## src/rtl/instr_encoder_loader.sv

```systemverilog
// rtl/instr_encoder_loader.sv - packs field-level RV32I requests into words and loads them into IMEM
// Optional trailing NOP fill of unused IMEM words when ENCODER_NOP_FILL_EN is defined.
module instr_encoder_loader #(
    parameter int ADDR_W = 10,
    parameter int DEPTH  = 1024
) (
    input  logic              clk,
    input  logic              rst,
    input  logic              clear,
    input  logic              req_valid,
    output logic              req_ready,
    input  logic [3:0]        req_type,
    input  logic [4:0]        req_rd,
    input  logic [4:0]        req_rs1,
    input  logic [4:0]        req_rs2,
    input  logic [2:0]        req_funct3,
    input  logic [6:0]        req_funct7,
    input  logic [31:0]       req_imm,
    input  logic              req_last,
    output logic              imem_we,
    output logic [ADDR_W-1:0] imem_addr,
    output logic [31:0]       imem_wdata,
    input  logic              imem_ack,
    output logic              busy,
    output logic              done,
    output logic              err,
    output logic [1:0]        err_code,
    output logic [ADDR_W:0]   instr_count
);
    localparam logic [ADDR_W-1:0] LAST_ADDR = ADDR_W'(DEPTH - 1);
    localparam logic [ADDR_W:0]   FULL_CNT  = (ADDR_W + 1)'(DEPTH);
`ifdef ENCODER_NOP_FILL_EN
    localparam logic [31:0]       NOP_WORD  = 32'h0000_0013;
`endif

    typedef enum logic [2:0] {
        S_IDLE,
        S_ENC,
        S_WR,
`ifdef ENCODER_NOP_FILL_EN
        S_FILL,
`endif
        S_DONE
    } state_t;

    state_t state, state_nxt;

    logic [3:0]  f_type;
    logic [4:0]  f_rd, f_rs1, f_rs2;
    logic [2:0]  f_funct3;
    logic [6:0]  f_funct7;
    logic [31:0] f_imm;
    logic        f_last;

    logic [31:0] enc_word;
    logic        imm_ok, type_ok, full, enc_err;
    logic [1:0]  enc_code;
    logic        at_end;

    // Field packing and range check from the registered request.
    always_comb begin
        enc_word = '0;
        imm_ok   = 1'b1;
        type_ok  = 1'b1;
        case (f_type)
            4'd0, 4'd1: begin
                enc_word = {f_imm[31:12], f_rd, (f_type == 4'd0) ? 7'b0110111 : 7'b0010111};
                imm_ok   = (f_imm[11:0] == 12'd0);
            end
            4'd2: begin
                enc_word = {f_imm[20], f_imm[10:1], f_imm[11], f_imm[19:12], f_rd, 7'b1101111};
                imm_ok   = (f_imm[31:20] == {12{f_imm[20]}}) && !f_imm[0];
            end
            4'd3: begin
                enc_word = {f_imm[11:0], f_rs1, 3'b000, f_rd, 7'b1100111};
                imm_ok   = (f_imm[31:11] == {21{f_imm[11]}});
            end
            4'd4: begin
                enc_word = {f_imm[12], f_imm[10:5], f_rs2, f_rs1, f_funct3, f_imm[4:1], f_imm[11], 7'b1100011};
                imm_ok   = (f_imm[31:12] == {20{f_imm[12]}}) && !f_imm[0];
            end
            4'd5: begin
                enc_word = {f_imm[11:0], f_rs1, f_funct3, f_rd, 7'b0000011};
                imm_ok   = (f_imm[31:11] == {21{f_imm[11]}});
            end
            4'd6: begin
                enc_word = {f_imm[11:5], f_rs2, f_rs1, f_funct3, f_imm[4:0], 7'b0100011};
                imm_ok   = (f_imm[31:11] == {21{f_imm[11]}});
            end
            4'd7: begin
                if (f_funct3 == 3'b001 || f_funct3 == 3'b101) begin
                    enc_word = {f_funct7, f_imm[4:0], f_rs1, f_funct3, f_rd, 7'b0010011};
                    imm_ok   = (f_imm[31:5] == 27'd0);
                end else begin
                    enc_word = {f_imm[11:0], f_rs1, f_funct3, f_rd, 7'b0010011};
                    imm_ok   = (f_imm[31:11] == {21{f_imm[11]}});
                end
            end
            4'd8: enc_word = {f_funct7, f_rs2, f_rs1, f_funct3, f_rd, 7'b0110011};
            default: type_ok = 1'b0;
        endcase
    end

    // Error priority when several apply: bad type, then memory full, then immediate range.
    assign full     = (instr_count == FULL_CNT);
    assign enc_err  = !type_ok || full || !imm_ok;
    assign enc_code = !type_ok ? 2'b10 : (full ? 2'b11 : 2'b01);
    assign at_end   = (imem_addr == LAST_ADDR);

    always_ff @(posedge clk or posedge rst) begin
        if (rst) state <= S_IDLE;
        else     state <= state_nxt;
    end

    always_comb begin
        state_nxt = state;
        req_ready = 1'b0;
        imem_we   = 1'b0;
        busy      = 1'b1;
        case (state)
            S_IDLE: begin
                busy      = 1'b0;
                req_ready = !done;
                if (req_valid && !done) state_nxt = S_ENC;
            end
            S_ENC: state_nxt = enc_err ? S_IDLE : S_WR;
            S_WR: begin
                imem_we = 1'b1;
                if (imem_ack) begin
`ifdef ENCODER_NOP_FILL_EN
                    if (f_last) state_nxt = at_end ? S_DONE : S_FILL;
`else
                    if (f_last) state_nxt = S_DONE;
`endif
                    else        state_nxt = S_IDLE;
                end
            end
`ifdef ENCODER_NOP_FILL_EN
            S_FILL: begin
                imem_we = 1'b1;
                if (imem_ack && at_end) state_nxt = S_DONE;
            end
`endif
            S_DONE: begin
                busy = 1'b0;
                if (clear) state_nxt = S_IDLE;
            end
            default: state_nxt = S_IDLE;
        endcase
    end

    always_ff @(posedge clk or posedge rst) begin
        if (rst) begin
            imem_addr   <= '0;
            imem_wdata  <= '0;
            instr_count <= '0;
            done        <= 1'b0;
            err         <= 1'b0;
            err_code    <= 2'b00;
            f_type      <= '0;
            f_rd        <= '0;
            f_rs1       <= '0;
            f_rs2       <= '0;
            f_funct3    <= '0;
            f_funct7    <= '0;
            f_imm       <= '0;
            f_last      <= 1'b0;
        end else begin
            case (state)
                S_IDLE, S_DONE: begin
                    if (clear) begin
                        imem_addr   <= '0;
                        instr_count <= '0;
                        done        <= 1'b0;
                        err         <= 1'b0;
                        err_code    <= 2'b00;
                    end
                    if (state == S_IDLE && req_valid && !done) begin
                        f_type   <= req_type;
                        f_rd     <= req_rd;
                        f_rs1    <= req_rs1;
                        f_rs2    <= req_rs2;
                        f_funct3 <= req_funct3;
                        f_funct7 <= req_funct7;
                        f_imm    <= req_imm;
                        f_last   <= req_last;
                    end
                end
                S_ENC: begin
                    if (enc_err) begin
                        if (!err) begin
                            err      <= 1'b1;
                            err_code <= enc_code;
                        end
                    end else begin
                        imem_wdata <= enc_word;
                    end
                end
                S_WR: begin
                    if (imem_ack) begin
                        // Address saturates at the last word so it never wraps to 0.
                        if (!at_end) imem_addr <= imem_addr + 1'b1;
                        instr_count <= instr_count + 1'b1;
`ifdef ENCODER_NOP_FILL_EN
                        if (f_last) begin
                            if (at_end) done <= 1'b1;
                            else        imem_wdata <= NOP_WORD;
                        end
`else
                        if (f_last) done <= 1'b1;
`endif
                    end
                end
`ifdef ENCODER_NOP_FILL_EN
                S_FILL: begin
                    if (imem_ack) begin
                        if (at_end) done <= 1'b1;
                        else        imem_addr <= imem_addr + 1'b1;
                    end
                end
`endif
                default: ;
            endcase
        end
    end
endmodule

```

## config.mk

```make
export PLATFORM = sky130hd
export DESIGN_NAME = instr_encoder_loader
export DESIGN_NICKNAME = d
export VERILOG_FILES = /design/src/rtl/instr_encoder_loader.sv
export SDC_FILE = /design/constraint.sdc
export NUM_CORES = 1
export LEC_CHECK = 0
export BUFFER_PORTS_ARGS = -buffer_cell sky130_fd_sc_hd__buf_2
export CAP_MARGIN = 20
export CELL_PAD_IN_SITES_DETAIL_PLACEMENT = 2
export CELL_PAD_IN_SITES_GLOBAL_PLACEMENT = 2
export CORE_UTILIZATION = 35
export DETAILED_ROUTE_END_ITERATION = 7
export PLACE_DENSITY = 0.85
export SLEW_MARGIN = 20
export SYNTH_ARGS = -nofsm -noshare
export SYNTH_HDL_FRONTEND = slang
export SYNTH_SLANG_ARGS = --single-unit
```

## constraint.sdc

```tcl
create_clock -name clk -period 4.42 [get_ports clk]
set_input_delay 0.221 -clock clk [delete_from_list [all_inputs] [get_ports clk]]
set_output_delay 0.221 -clock clk [all_outputs]
set_load 0.005 [all_outputs]
```

Word level (Yosys, flattened, before mapping):

Index checks and enable logic that the tools add are counted.

* bits in registers: 122
* bits of input ports: 67
* output and inout bits: 60
* word-level logic and storage cells: 108

* $add $sub $neg: 2
* eq/ne operators: 26
* muxes and demuxes: 34
* bitwise operators: 1
* reduce and logical (&&, ||, !) cells: 30

Operator list (number)
* case mux 32 bit (8 select lines): 1
* 2-to-1 mux 32 bit: 1
* 2-to-1 mux 10 bit: 3
* zero test 27 bit: 1
* 2-to-1 mux 11 bit: 2
* case mux 11 bit (2 select lines): 1
* == test 20 bit: 1
* case mux 10 bit (2 select lines): 1
* == test 19 bit: 1
* == test 4 x 3 -> 1 bit (second input constant): 4
* 2-to-1 mux 2 bit: 7
* inequality test 2 bit (second input constant): 7
* zero test 12 bit: 1
* case mux 3 bit (4 select lines): 1
* AND reduction 4 bit: 3
* adder 11 x 1 -> 11 bit (second input constant): 1
* == test 11 bit: 1
* == test 11 bit (second input constant): 1
* adder 10 x 1 -> 10 bit (second input constant): 1
* == test 10 bit (second input constant): 1
* 2-to-1 mux 1 bit: 9
* 2-to-1 mux 3 bit: 3
* AND reduction 3 bit: 3
* OR reduction 9 bit: 1
* other kinds (21): 37

Logic depth before layout (Yosys ltp):

* depth in word-level cells: 8
* mapped depth: 9
* gate-level depth less buffers: 8

Worst setup path before layout:

OpenSTA, ideal clock, no wires.

* path type: reg2reg
* from: register f_imm[11]
* to: register imem_wdata[10]
* setup time: 0.125 ns
* data arrival time: 2.229 ns
* required time: 4.295 ns
* slack: 2.066 ns
* stages on the path, launching flop included: 8
* path buffers: 1
* period minus slack after synthesis: 2.354 ns
* cell sequence: dfrtp_1 inv_1 ha_1 or3_1 a311o_1 a21oi_4 buf_12 mux2_4

* word-level cells in the longest chain between the ends: 7
* elaborated cells between the ends (all ways): 9
* those cells by class: 1 x eq/ne; 2 x mux; 1 x bitwise; 5 x reduce/logical

Ends and longest elaborated chain
* start: declaration: RTL line 52 `logic [31:0] f_imm;`
* start signal: assignment: RTL line 185 `f_imm <= req_imm;`
* == test 20 bit / zero test 27 bit (equally long branches)
* 2-to-1 mux 1 bit: RTL line 91 `if (f_funct3 == 3'b001 || f_funct3 == 3'b101) begin`
* case mux 1 bit (5 select lines) (*): RTL line 65 `case (f_type)`
* zero test 1 bit (*): RTL line 106 `assign enc_err = !type_ok || full || !imm_ok;`
* logical OR 1 bit (*): RTL line 106
* inverter 1 bit (no source line) (*)
* AND reduction 2 bit (no source line) (*)
* end signal: assignment: RTL line 196 `imem_wdata <= enc_word;`
* end: declaration: RTL line 22 `output logic [31:0] imem_wdata,`

Mark *: on every way between the ends. The rest lies on a longest branch, timed or not.
A chain may end at the register's enable or synchronous reset.

Worst setup path in the final report:

* from: register f_type[2]
* to: register imem_wdata[30]

* word-level cells in the longest chain between the ends: 8
* elaborated cells between the ends (all ways): 21
* those cells by class: 8 x eq/ne; 3 x mux; 1 x bitwise; 9 x reduce/logical

Ends and longest elaborated chain
* start: declaration: RTL line 48 `logic [3:0] f_type;`
* start signal: assignment: RTL line 179 `f_type <= req_type;`
* == test 4 x 3 -> 1 bit (tied with other cells): RTL line 65
* OR reduction 9 bit (no source line)
* 2-to-1 mux 1 bit: RTL line 65
* zero test 1 bit
* logical OR 1 bit (2 in a row): RTL line 106
* inverter 1 bit (no source line)
* AND reduction 2 bit (no source line)

Several ways; a longest one is shown, not always the timed one.

==> impl_metrics.ini <==
[outcome]
outcome = completed

[sta]
setup_tns_ns = 0
period_share = 0.746
tightest_slew_ns = 1.08
fmax_mhz = 303
holdWs_ns = 0.0214
setup_viol = 0
final_hold_viol_count = 0
period_needed_ns = 3.30
max_slew_margin = 0.277
clock_skew_ns = 0.0107
rsz0062_at_grt = false
slew_violations = 0

[floorplanning]
io_pins = 127
fp.dieH_um = 133
rows = 47
start_util = 0.361
fp.dieW_um = 133
dieArea_mm2 = 0.0177
core-area_mm2 = 0.0167

[power]
p_leak_nw = 3.43
ir_drop_mv = 0.353
power_density_mw_per_mm2 = 755

[yosys]
synth_largest_area_cell = dfrtp_1
yosysUniqueCellTypes = 53
syn_area_per_cell_um2 = 11.4
synth_area_mm2 = 0.00603
yosys_register_bits = 120
synth_edf_count = 0
syn_inst = 528
synth_fp_nets = 604
synthArstFlopShare = 1.00
synth-warning-count = 0
seq_area_frac_synth = 0.498
synthTopCellsByArea = dfrtp_1, mux2_2, mux2_4, nand2_1, o21ai_0
ys.flop_type = dfrtp_1
yosys.area.top_type_share = 0.498

[clocking]
post_cts_buffers = 0
cts_tree = done
clock-root-buffer = clkbuf_16
cts.sinks = 120
cts_made_buffers = 17
clkLatencyLatePin_ns = 0.43
htreeDepth = 4
cts_max_path_buffers = 2
path_clk_slew_ns = 0.06

[placement]
io_buffer_count = 126
hpwlAfterDp_um = 13600
dpl.cell_count = 854
place.gp.congestion = 0.850

[cells_and_area]
postLayoutCoreUtil = 0.441
area_growth_pct = 22.3
num_antenna_cells = 0
layout_common_cells = buf_2, dfrtp_1, mux2_2, nand2_1, nor2_1
instances_no_fill = 887
drive_above_1_share = 0.399
mostFrequentLayoutCell = buf_2
final_nets = 731

[drt]
vias = 4718
routed_wl_um = 19600
avgViaCountPerCell = 5.32
route.detailed.drc = 0
wl_per_cell_um = 22.0
dr.pass1.iters = 4
antenna_left = 0
drtIter0Drc = 181

[global_routing]
grt_usage = 0.234
grt_pass1_wl_um = 31300
grt_max_degree = 45
grt_antenna_before_repair = 1
grt_pass1_vias = 5400
grt_overflow_total = 0

[min_path]
hp-class = primary input to register

[setup_path]
rrSetupSlack_ns = 1.12
crit_type = register to register
cp.required_ns = 4.73
critPathMaxFanout = 18
cp_data_arrival_time_ns = 3.61
endpoint_kind = register
startpoint_type = register

[run]
drv_cap = 0
-- repair_timing --
| item | 4_1_cts | 5_1_grt |
|---|---|---|
| hold buffers | 2 | 0 |
| gates resized for setup | 0 | 0 |
| setup endpoints to repair | 0 | 0 |
| hold endpoints to repair | 34 | 0 |
-- metrics by stage --
step	setup WS [ns]	total power [mW]	instance area [µm²]
6_report	1.12	5.57	7370
5_1_grt	0.975	5.90	7370
4_1_cts	1.12	5.62	7370
3_5_place_dp	1.15	4.21	6800
3_3_place_gp	1.35	4.01	6800
2_1_floorplan	1.01	3.47	6030
-- critical path: stages (launching register included) --
cell,delay (ns)
dfrtp_1,0.68
maj3_1,0.32
nand2_1,0.10
or3_1,0.35
a311o_1,0.42
a21oi_4,0.67
buf_12,0.28
mux2_2,0.35
-- Yosys cell counts, types with 8 or more instances --
cell type,count
nand3_1,19
nor3_1,11
o21ai_0,31
xor2_1,12
mux2_2,61
ha_1,9
nand4_1,8
dfrtp_1,120
clkbuf_1,15
nand2b_1,8
mux2_4,27
nand2_1,54
mux2i_1,8
nor2_1,38
a21oi_1,12
a22oi_1,17
inv_1,11
-- registers in the layout, summed over array words and instances, names as in the netlist, 5 cells and up --
register and cells:
f_rd 5, f_rs2 5, f_imm 32, f_funct7 7, instr_count 11, f_rs1 5
imem_addr 10, imem_wdata 31
-- power by group --
part	internal, mW	switching (mW)
sequential	1.55	0.531
clock	0.782	0.530
combinational	1.04	1.14
total	3.37	2.20
-- logic make-up after synthesis --
kind of cell / after synthesis / synth area share
AOI/OAI and AO/OA: 77 / 0.0833
xor gates and xnor gates: 17 / 0.0247
adders and majority gates: 10 / 0.0203
buffers and inverters: 37 / 0.0388
DFF: 120 / 0.498
muxes: 96 / 0.195
and+or+nand+nor: 171 / 0.140
-- final timing paths --
| check | start | endpoint | cells past startpoint |
|---|---|---|---|
| max in group asynchronous | rst | f_imm[16]$_DFFE_PP0P_ | 4 |
| min in group asynchronous | rst | f_last$_DFFE_PP0P_ | 3 |
| hold reg to reg | imem_wdata[1]$_DFFE_PP0N_ | imem_wdata[1]$_DFFE_PP0N_ | 1 |
| hold / removal | req_funct7[2] | f_funct7[2]$_DFFE_PP0P_ | 2 |
| setup / recovery | f_type[2]$_DFFE_PP0P_ | imem_wdata[30]$_DFFE_PP0N_ | 7 |
| setup reg to reg | f_type[2]$_DFFE_PP0P_ | imem_wdata[30]$_DFFE_PP0N_ | 7 |
-- area by class of cell --
cell class,instances,area [µm²]
Clock buffer,20,447
Clock inverter,11,103
Fill cell,1773,9330
Inverter,11,43.8
Multi-Input combinational cell,371,2790
Sequential cell,120,3000
Tap cell,220,275
Timing Repair Buffer,134,708
-- metal layers --
metal  track usage  vias up  wire [µm]
met4        0.0915        2        483
li1              -     2141          -
met5             0        -         13
met2         0.396      142       9840
met1         0.280     2402       8210
met3        0.0677       31       1010
(Power assumes the default switching activity.)
